**src/rtl/pc_sequencer.sv**
```systemverilog
// Program-counter / memory-port sequencer for the multicycle-memory MIPS core.
// Walks FETCH -> (MEM) -> FETCH, issues the PC enable and source select, and parks in HALT.
module pc_sequencer #(
  parameter int MEM_TIMEOUT = 64,
  parameter int COUNT_W     = 32
) (
  input  logic               CLK,
  input  logic               nRST,
  input  logic               ihit,
  input  logic               dhit,
  input  logic               is_load,
  input  logic               is_store,
  input  logic               is_jr,
  input  logic               is_j,
  input  logic               is_branch,
  input  logic               branch_taken,
  input  logic               is_halt,
  output logic               pc_en,
  output logic [1:0]         pc_src,
  output logic               imemREN,
  output logic               dmemREN,
  output logic               dmemWEN,
  output logic               halt,
  output logic               mem_timeout,
  output logic [COUNT_W-1:0] instr_count
);

  localparam logic [1:0] ST_FETCH = 2'd0;
  localparam logic [1:0] ST_MEM   = 2'd1;
  localparam logic [1:0] ST_HALT  = 2'd2;

  localparam logic [1:0] SRC_JR  = 2'd0;
  localparam logic [1:0] SRC_J   = 2'd1;
  localparam logic [1:0] SRC_BR  = 2'd2;
  localparam logic [1:0] SRC_PC4 = 2'd3;

  localparam int                WAIT_W   = $clog2(MEM_TIMEOUT + 1);
  localparam logic [WAIT_W-1:0] WAIT_MAX = WAIT_W'(MEM_TIMEOUT);

  logic [1:0]         state_q, state_d;
  logic               load_q, load_d;
  logic               store_q, store_d;
  logic [WAIT_W-1:0]  wait_q, wait_d;
  logic               halt_q, halt_d;
  logic               timeout_q, timeout_d;
  logic [COUNT_W-1:0] count_q, count_d;

  // Next-state logic and combinational (Mealy) port/PC controls.
  always_comb begin
    state_d   = state_q;
    load_d    = load_q;
    store_d   = store_q;
    wait_d    = wait_q;
    halt_d    = halt_q;
    timeout_d = timeout_q;
    pc_en     = 1'b0;
    pc_src    = SRC_PC4;
    imemREN   = 1'b0;
    dmemREN   = 1'b0;
    dmemWEN   = 1'b0;

    case (state_q)
      ST_FETCH: begin
        imemREN = 1'b1;
        if (ihit) begin
          if (is_halt) begin
            state_d = ST_HALT;
            halt_d  = 1'b1;
          end else if (is_load || is_store) begin
            // A simultaneous load+store decode is resolved as a load.
            state_d = ST_MEM;
            load_d  = is_load;
            store_d = is_store & ~is_load;
            wait_d  = '0;
          end else begin
            pc_en = 1'b1;
            if (is_jr) begin
              pc_src = SRC_JR;
            end else if (is_j) begin
              pc_src = SRC_J;
            end else if (is_branch && branch_taken) begin
              pc_src = SRC_BR;
            end else begin
              pc_src = SRC_PC4;
            end
          end
        end else begin
          state_d = ST_FETCH;
        end
      end

      ST_MEM: begin
        dmemREN = load_q;
        dmemWEN = store_q;
        if (dhit) begin
          pc_en   = 1'b1;
          state_d = ST_FETCH;
          load_d  = 1'b0;
          store_d = 1'b0;
        end else begin
          if (wait_q != WAIT_MAX) begin
            wait_d = wait_q + WAIT_W'(1);
          end else begin
            wait_d = wait_q;
          end
          timeout_d = timeout_q | (wait_d == WAIT_MAX);
        end
      end

      ST_HALT: begin
        halt_d = 1'b1;
      end

      default: begin
        state_d = ST_FETCH;
      end
    endcase
  end

  // Retired-instruction counter saturates instead of wrapping.
  always_comb begin
    count_d = count_q;
    if (pc_en && (count_q != {COUNT_W{1'b1}})) begin
      count_d = count_q + COUNT_W'(1);
    end else begin
      count_d = count_q;
    end
  end

  // State, latched access type, wait counter and sticky status registers.
  always_ff @(posedge CLK or negedge nRST) begin
    if (!nRST) begin
      state_q   <= ST_FETCH;
      load_q    <= 1'b0;
      store_q   <= 1'b0;
      wait_q    <= '0;
      halt_q    <= 1'b0;
      timeout_q <= 1'b0;
      count_q   <= '0;
    end else begin
      state_q   <= state_d;
      load_q    <= load_d;
      store_q   <= store_d;
      wait_q    <= wait_d;
      halt_q    <= halt_d;
      timeout_q <= timeout_d;
      count_q   <= count_d;
    end
  end

  assign halt        = halt_q;
  assign mem_timeout = timeout_q;
  assign instr_count = count_q;

endmodule
```
**config.mk**
```make
export PLATFORM = sky130hd
export DESIGN_NAME = pc_sequencer
export DESIGN_NICKNAME = d
export VERILOG_FILES = /design/src/rtl/pc_sequencer.sv
export SDC_FILE = /design/constraint.sdc
export NUM_CORES = 1
export LEC_CHECK = 0
export BUFFER_PORTS_ARGS = -buffer_cell sky130_fd_sc_hd__buf_2
export CAP_MARGIN = 20
export CORE_ASPECT_RATIO = 1.5
export CORE_MARGIN = 2
export CORE_UTILIZATION = 54
export DETAILED_ROUTE_END_ITERATION = 6
export GPL_TIMING_DRIVEN = 0
export PLACE_DENSITY = 0.79
export SETUP_SLACK_MARGIN = 0.4
export SLEW_MARGIN = 20
export SYNTH_ARGS = -nofsm -noshare
export SYNTH_HDL_FRONTEND = slang
export SYNTH_SLANG_ARGS = --single-unit
```
**constraint.sdc**
```tcl
create_clock -name CLK -period 2.6 [get_ports CLK]
set_input_delay 0.39 -clock CLK [delete_from_list [all_inputs] [get_ports CLK]]
set_output_delay 0.39 -clock CLK [all_outputs]
set_load 0.01 [all_outputs]
```
==> flow_metrics.tcl, run 1 <==
set metrics [dict create \
    vias_per_cell 5.69 \
    synth.distinct_cells 47 \
    cp-end-kind "primary output" \
    clk_path_buf_depth 2 \
    async_flop_share 1.00 \
    r2r_end "instr_count[24]" \
    ctsHoldBuffers 0 \
    crit_buf_inv 2 \
    final_nets 311 \
    clock.fmax_mhz 460 \
    post_drt_wl_per_cell_um 14.1 \
    crit_fanout 2 \
    critPathSlowestCell "or4b_4" \
    die_w_um 57.5 \
    drtPass1Iterations 4 \
    setup.worst_path.start_class "register" \
    muxShareOfSynthArea 0.00917 \
    synth_top_family_by_area "simple AND/OR/NAND/NOR gates" \
    r2r_slack_ps 510 \
    diodes 0 \
    rr_worst_depth 8 \
    cp_cell_sequence "or4b_4 > nor3_4 > buf_4 > o21ai_1 > buf_2" \
    cts_buffers 5 \
    p_per_area_mw_per_mm2 524 \
    final_common_cell "buf_2" \
    h-tree-depth 2 \
    hold_viol 0 \
    grt_pass1_vias 1883 \
    grt_max_degree 46 \
    status "finished, final reports clean" \
    synthAdderAreaFrac 0.0162 \
    clk-insertion-delay-late_ps 310 \
    vias 1958 \
    place.port_buffers 50 \
    dieArea_mm2 0.00484 \
    cpLargestDelayFamily "simple AND/OR/NAND/NOR gates" \
    synthTopCellsByArea "dfrtp_1 (49%), xor2_1 (6.4%), xnor2_1 (6.0%), nand4_1 (4.0%), nor2_1 (3.9%)" \
    track_usage 0.221 \
    clk_pin_slew_ps 80 \
    drt_iter0_drc 71 \
    worst_slew_pin_slew_ps 556 \
    synth-seq-area-share 0.486 \
    synthXorXnorAreaFrac 0.125 \
    ant_nets 0 \
    ir_drop_mv 0.572 \
    syn_area_mm2 0.00232 \
    power.leakage_nw 1.40 \
    drc_errors 0 \
    core_area_mm2 0.00417 \
    cts-root-buf "clkbuf_8" \
    crit_start "state_q[1]" \
    final_cell_mix "buf_2 (48), dfrtp_1 (45), nor2_1 (24)" \
    min_path_type "input pin to async pin" \
    antenna_found_initial 0 \
    synth_compound_area_frac 0.0702 \
    cap_viol_max_count 0 \
    grt-ovfl-total 0 \
    fin_crit_sh 0.836 \
    drive_above_1_share 0.299 \
    start_util 0.556 \
    crit_arrival_ps 1780 \
    drv_slew 0 \
    ys_warn_count 0 \
    rows 29 \
    die_h_um 84.3 \
    relSlewSlack 0.630 \
    crit_type "register to primary output" \
    dp_hpwl_mm 3.48 \
    ys_ff_latch 45 \
    synthCells 230 \
    syn-mean-instance-area_um2 10.1 \
    synth-edff-count 0 \
    routed_wirelength_mm 4.86 \
    rsz0062_at_grt "yes" \
    setup_violations 0 \
    post-route-min-period_ps 2170 \
    place_congestion 0.849 \
    synth_top_area_frac 0.486 \
    cts.sinks 45 \
    cts_tree "yes" \
    totalPowerFinal_w 0.00149 \
    fin_skew_ps 11.3 \
    cp_slowest_stage_delay_ps 560 \
    fin_setup_tns_ps 0 \
    grt_first_pass_wirelength_mm 8.39 \
    synthSimpleGateAreaFrac 0.269 \
    reg2reg_from "state_q[1]" \
    synthFlopType "dfrtp_1" \
    synth_fp_nets 244 \
    synthToLayoutAreaGrowth_pct 22.9 \
    synth_area_leader_cell "dfrtp_1" \
    cp.required_ps 2210 \
    boundaryPins 51 \
]
## flip-flops by register name, indices dropped and copies added (netlist names)
register / cells
halt: 1
instr_count: 32
load_q: 1
mem_timeout: 1
state_q: 2
store_q: 1
wait_q: 7
## routing by layer
metal,global-route usage,up-vias,routed length [µm]
li1,-,951,-
met1,0.255,938,1900
met2,0.388,59,2570
met3,0.0447,10,246
met4,0.0951,0,140
met5,0,-,0
## report_power, final
group	internal, W	total (W)	switching, W
sequential	0.000746	0.000795	0.0000488
combinational	0.000107	0.000228	0.000121
clock	0.000240	0.000470	0.000230
## metrics by stage
stage / std cells / utilization / instance area (µm²) / hold slack [ps] / setup slack [ps]
2_1_floorplan: 230 / - / 2320 / 94.4 / 464
3_3_place_gp: 326 / 0.629 / 2630 / 444 / 361
3_5_place_dp: 326 / 0.629 / 2630 / 454 / 333
4_1_cts: 339 / 0.667 / 2780 / 274 / 400
5_1_grt: 344 / 0.683 / 2850 / 115 / 351
6_report: 344 / 0.683 / 2850 / 71.8 / 427
## repair_timing
item                       4_1_cts  5_1_grt
setup buffers                    5        5
setup endpoints to repair       18       24
pin swaps                        2        4
hold endpoints to repair         0        0
resized for setup                4        7
## area by class of cell
| type | count | area [µm²] |
|---|---|---|
| fillers | 324 | 1320 |
| multi-input cells | 172 | 1170 |
| flip-flops and latches | 45 | 1130 |
| repair buffers | 60 | 334 |
| clock buffers | 7 | 96.3 |
| well taps | 46 | 57.6 |
| inverters | 12 | 50.0 |
| plain buffers | 1 | 11.3 |
| clock inverters | 1 | 5.00 |
## worst register-to-register path, stage by stage (launching register included)
cell and delay [ps]:
dfrtp_1 380, or4b_4 560, nor3_4 210, nor2b_4 100
clkinv_4 90, o211ai_1 200, buf_4 210, nor2_1 120
xor2_1 160
## worst max-delay path by stage
stage | to | slack (ps) | depth (start not counted)
6_report | pc_src[1] | 430 | 5
5_1_grt | pc_src[0] | 350 | 5
4_1_cts | pc_src[1] | 400 | 5
3_5_place_dp | instr_count[9] | 330 | 7
3_3_place_gp | instr_count[9] | 360 | 7
2_1_floorplan | instr_count[11] | 460 | 7
## synthesized netlist by cell type, types with 3 or more instances
cell type	instances
dfrtp_1	45
nor2_1	24
nand2_1	17
xor2_1	17
xnor2_1	16
nand4_1	15
inv_1	11
nand3_1	11
o21ai_0	11
nor3_1	8
nor4_1	5
and3_1	4
or2_2	4
ha_1	3
## kinds of logic (layout without fill, tap and decap cells)
logic type,count (synthesis),count (layout)
buffers and inverters,13,81
adders and majority gates,3,3
xor gates and xnor gates,33,33
DFF,45,45
and+or+nand+nor,109,109
AOI/OAI and AO/OA,25,25
muxes,2,2
Note: power is estimated with default switching activity, not from simulation.
==> run 2: changes to the inputs <==
clock period = 2.2 ns   (was 2.6 ns; I/O delays follow)
==> flow_metrics.tcl, run 2 (synthesized netlist as in run 1, its figures left out) <==
set metrics [dict create \
    worst_slew_pin_slew_ps 567 \
    final_common_cell "buf_2" \
    clkPwrFrac 0.287 \
    diodes 0 \
    start_util 0.556 \
    critPathSlowestCell "or4_4" \
    track_usage 0.256 \
    min_path_type "input pin to async pin" \
    drv_slew 0 \
    fill_cells 282 \
    routed_wirelength_mm 5.79 \
    post-route-min-period_ps 2060 \
    cts_buffers 5 \
    cts-root-buf "clkbuf_8" \
    core_area_mm2 0.00417 \
    grt_first_pass_wirelength_mm 9.85 \
    grt-ovfl-total 0 \
    final_cell_mix "buf_2 (48), dfrtp_1 (42), buf_4 (21)" \
    dieArea_mm2 0.00484 \
    setup_violations 0 \
    fin_util 0.751 \
    clk_pin_slew_ps 80 \
    boundaryPins 51 \
    post_drt_wl_per_cell_um 16.1 \
    ff_latch_area_mm2 0.00113 \
    combPwrFrac 0.172 \
    place.port_buffers 50 \
    dp_hpwl_mm 3.52 \
    hold_slack_ps 20.9 \
    drt_iter0_drc 72 \
    place_congestion 0.842 \
    cp.required_ps 2410 \
    drc_errors 0 \
    p_per_area_mw_per_mm2 549 \
    sw_frac_of_total 0.274 \
    crit_fanout 5 \
    hold_viol 0 \
    fin_crit_sh 0.937 \
    final_nets 326 \
    ant_nets 0 \
    fin_skew_ps 9.52 \
    antenna_found_initial 0 \
    crit_arrival_ps 2270 \
    vias_per_cell 5.84 \
    rsz0062_at_grt "yes" \
    fin_setup_tns_ps 0 \
    clk-insertion-delay-late_ps 300 \
    largest_reg_flops 32 \
    die_h_um 84.3 \
    cts.sinks 45 \
    drive_above_1_share 0.403 \
    cap_viol_max_count 0 \
    power_frac_seq 0.541 \
    power.leakage_nw 1.51 \
    multiInputGateArea_mm2 0.00133 \
    vias 2097 \
    cts_tree "yes" \
    totalPowerFinal_w 0.00172 \
    status "finished, final reports clean" \
    die_w_um 57.5 \
    intPower_w 0.00125 \
    clock.fmax_mhz 485 \
    h-tree-depth 2 \
    cp_cell_sequence "nand2_1 > or4_4 > o31a_4 > buf_6 > nand4_1 > xnor2_1" \
    p_sw_w 0.000472 \
    cp_slowest_stage_delay_ps 590 \
    relSlewSlack 0.622 \
    drtPass1Iterations 6 \
    synthToLayoutAreaGrowth_pct 35.2 \
    rows 29 \
    cp-end-kind "register" \
    grt_max_degree 46 \
    ctsHoldBuffers 0 \
    clk_path_buf_depth 2 \
    setup.worst_path.start_class "register" \
    crit_type "register to register" \
    ir_drop_mv 0.463 \
    grt_pass1_vias 2084 \
]
-- run 2: cell types whose count changed in the layout (fill, tap and decap cells not counted), sizes merged --
cell,before,now
clkinv,2,1
clkbuf,7,8
buf,61,76
-- run 2: final cells by class --
cell class,instances,share of cell area
inverter,12,0.0160
sequential,45,0.360
multi-input combinational,172,0.425
tap,46,0.0184
timing repair buffer,75,0.151
clock buffer,8,0.0255
buffer,1,0.00359
-- run 2: worst max-delay path: cells and delay by family (launching register included) --
family | cells | cell delay (ps)
simple gates | 3 | 850
flops | 1 | 450
buf+inv | 1 | 140
xor+xnor | 1 | 140
compound gates | 1 | 390
-- run 2: power by group through the flow --
stage                     Clock, W  Combinational [W]  Sequential, W
after floorplan                  0           0.000125       0.000964
after global placement           0           0.000219       0.000961
after detailed placement         0           0.000225       0.000963
after CTS                 0.000503           0.000294       0.000931
after global routing      0.000525           0.000339       0.000940
final                     0.000495           0.000295       0.000931
-- run 2: stage by stage --
stage               area [µm²]  std cells  worst slack [ps]
floorplan                 2340        230               149
global placement          2650        326              8.78
detailed placement        2650        326             -14.3
CTS                       3070        357               161
global route              3140        359             -12.5
finish                    3140        359               138
-- run 2: final timing paths --
path,from,endpoint,slack [ps],cells past startpoint
min reg2reg,mem_timeout,mem_timeout,470,1
max,instr_count[20],instr_count[13],140,6
max reg2reg,instr_count[20],instr_count[13],140,6
min,nRST,instr_count[26],20,1
min in group CLK,is_load,load_q,310,3
max in group asynchronous,nRST,instr_count[5],1760,1
-- run 2: repair_timing --
item	4_1_cts	5_1_grt
setup buffers	22	2
endpoints found under the hold margin	0	0
setup endpoints to repair	40	41
gates cloned	1	0
gates resized for setup	35	11
pin swaps	21	6
-- run 2: routing by layer --
layer  track usage  part of all wire  vias to the layer above
met5             0                 0                        -
met4         0.114             0.017                        0
met3        0.0416             0.046                       12
met2         0.428              0.54                       63
met1         0.320              0.40                     1034
li1              -                 -                      988
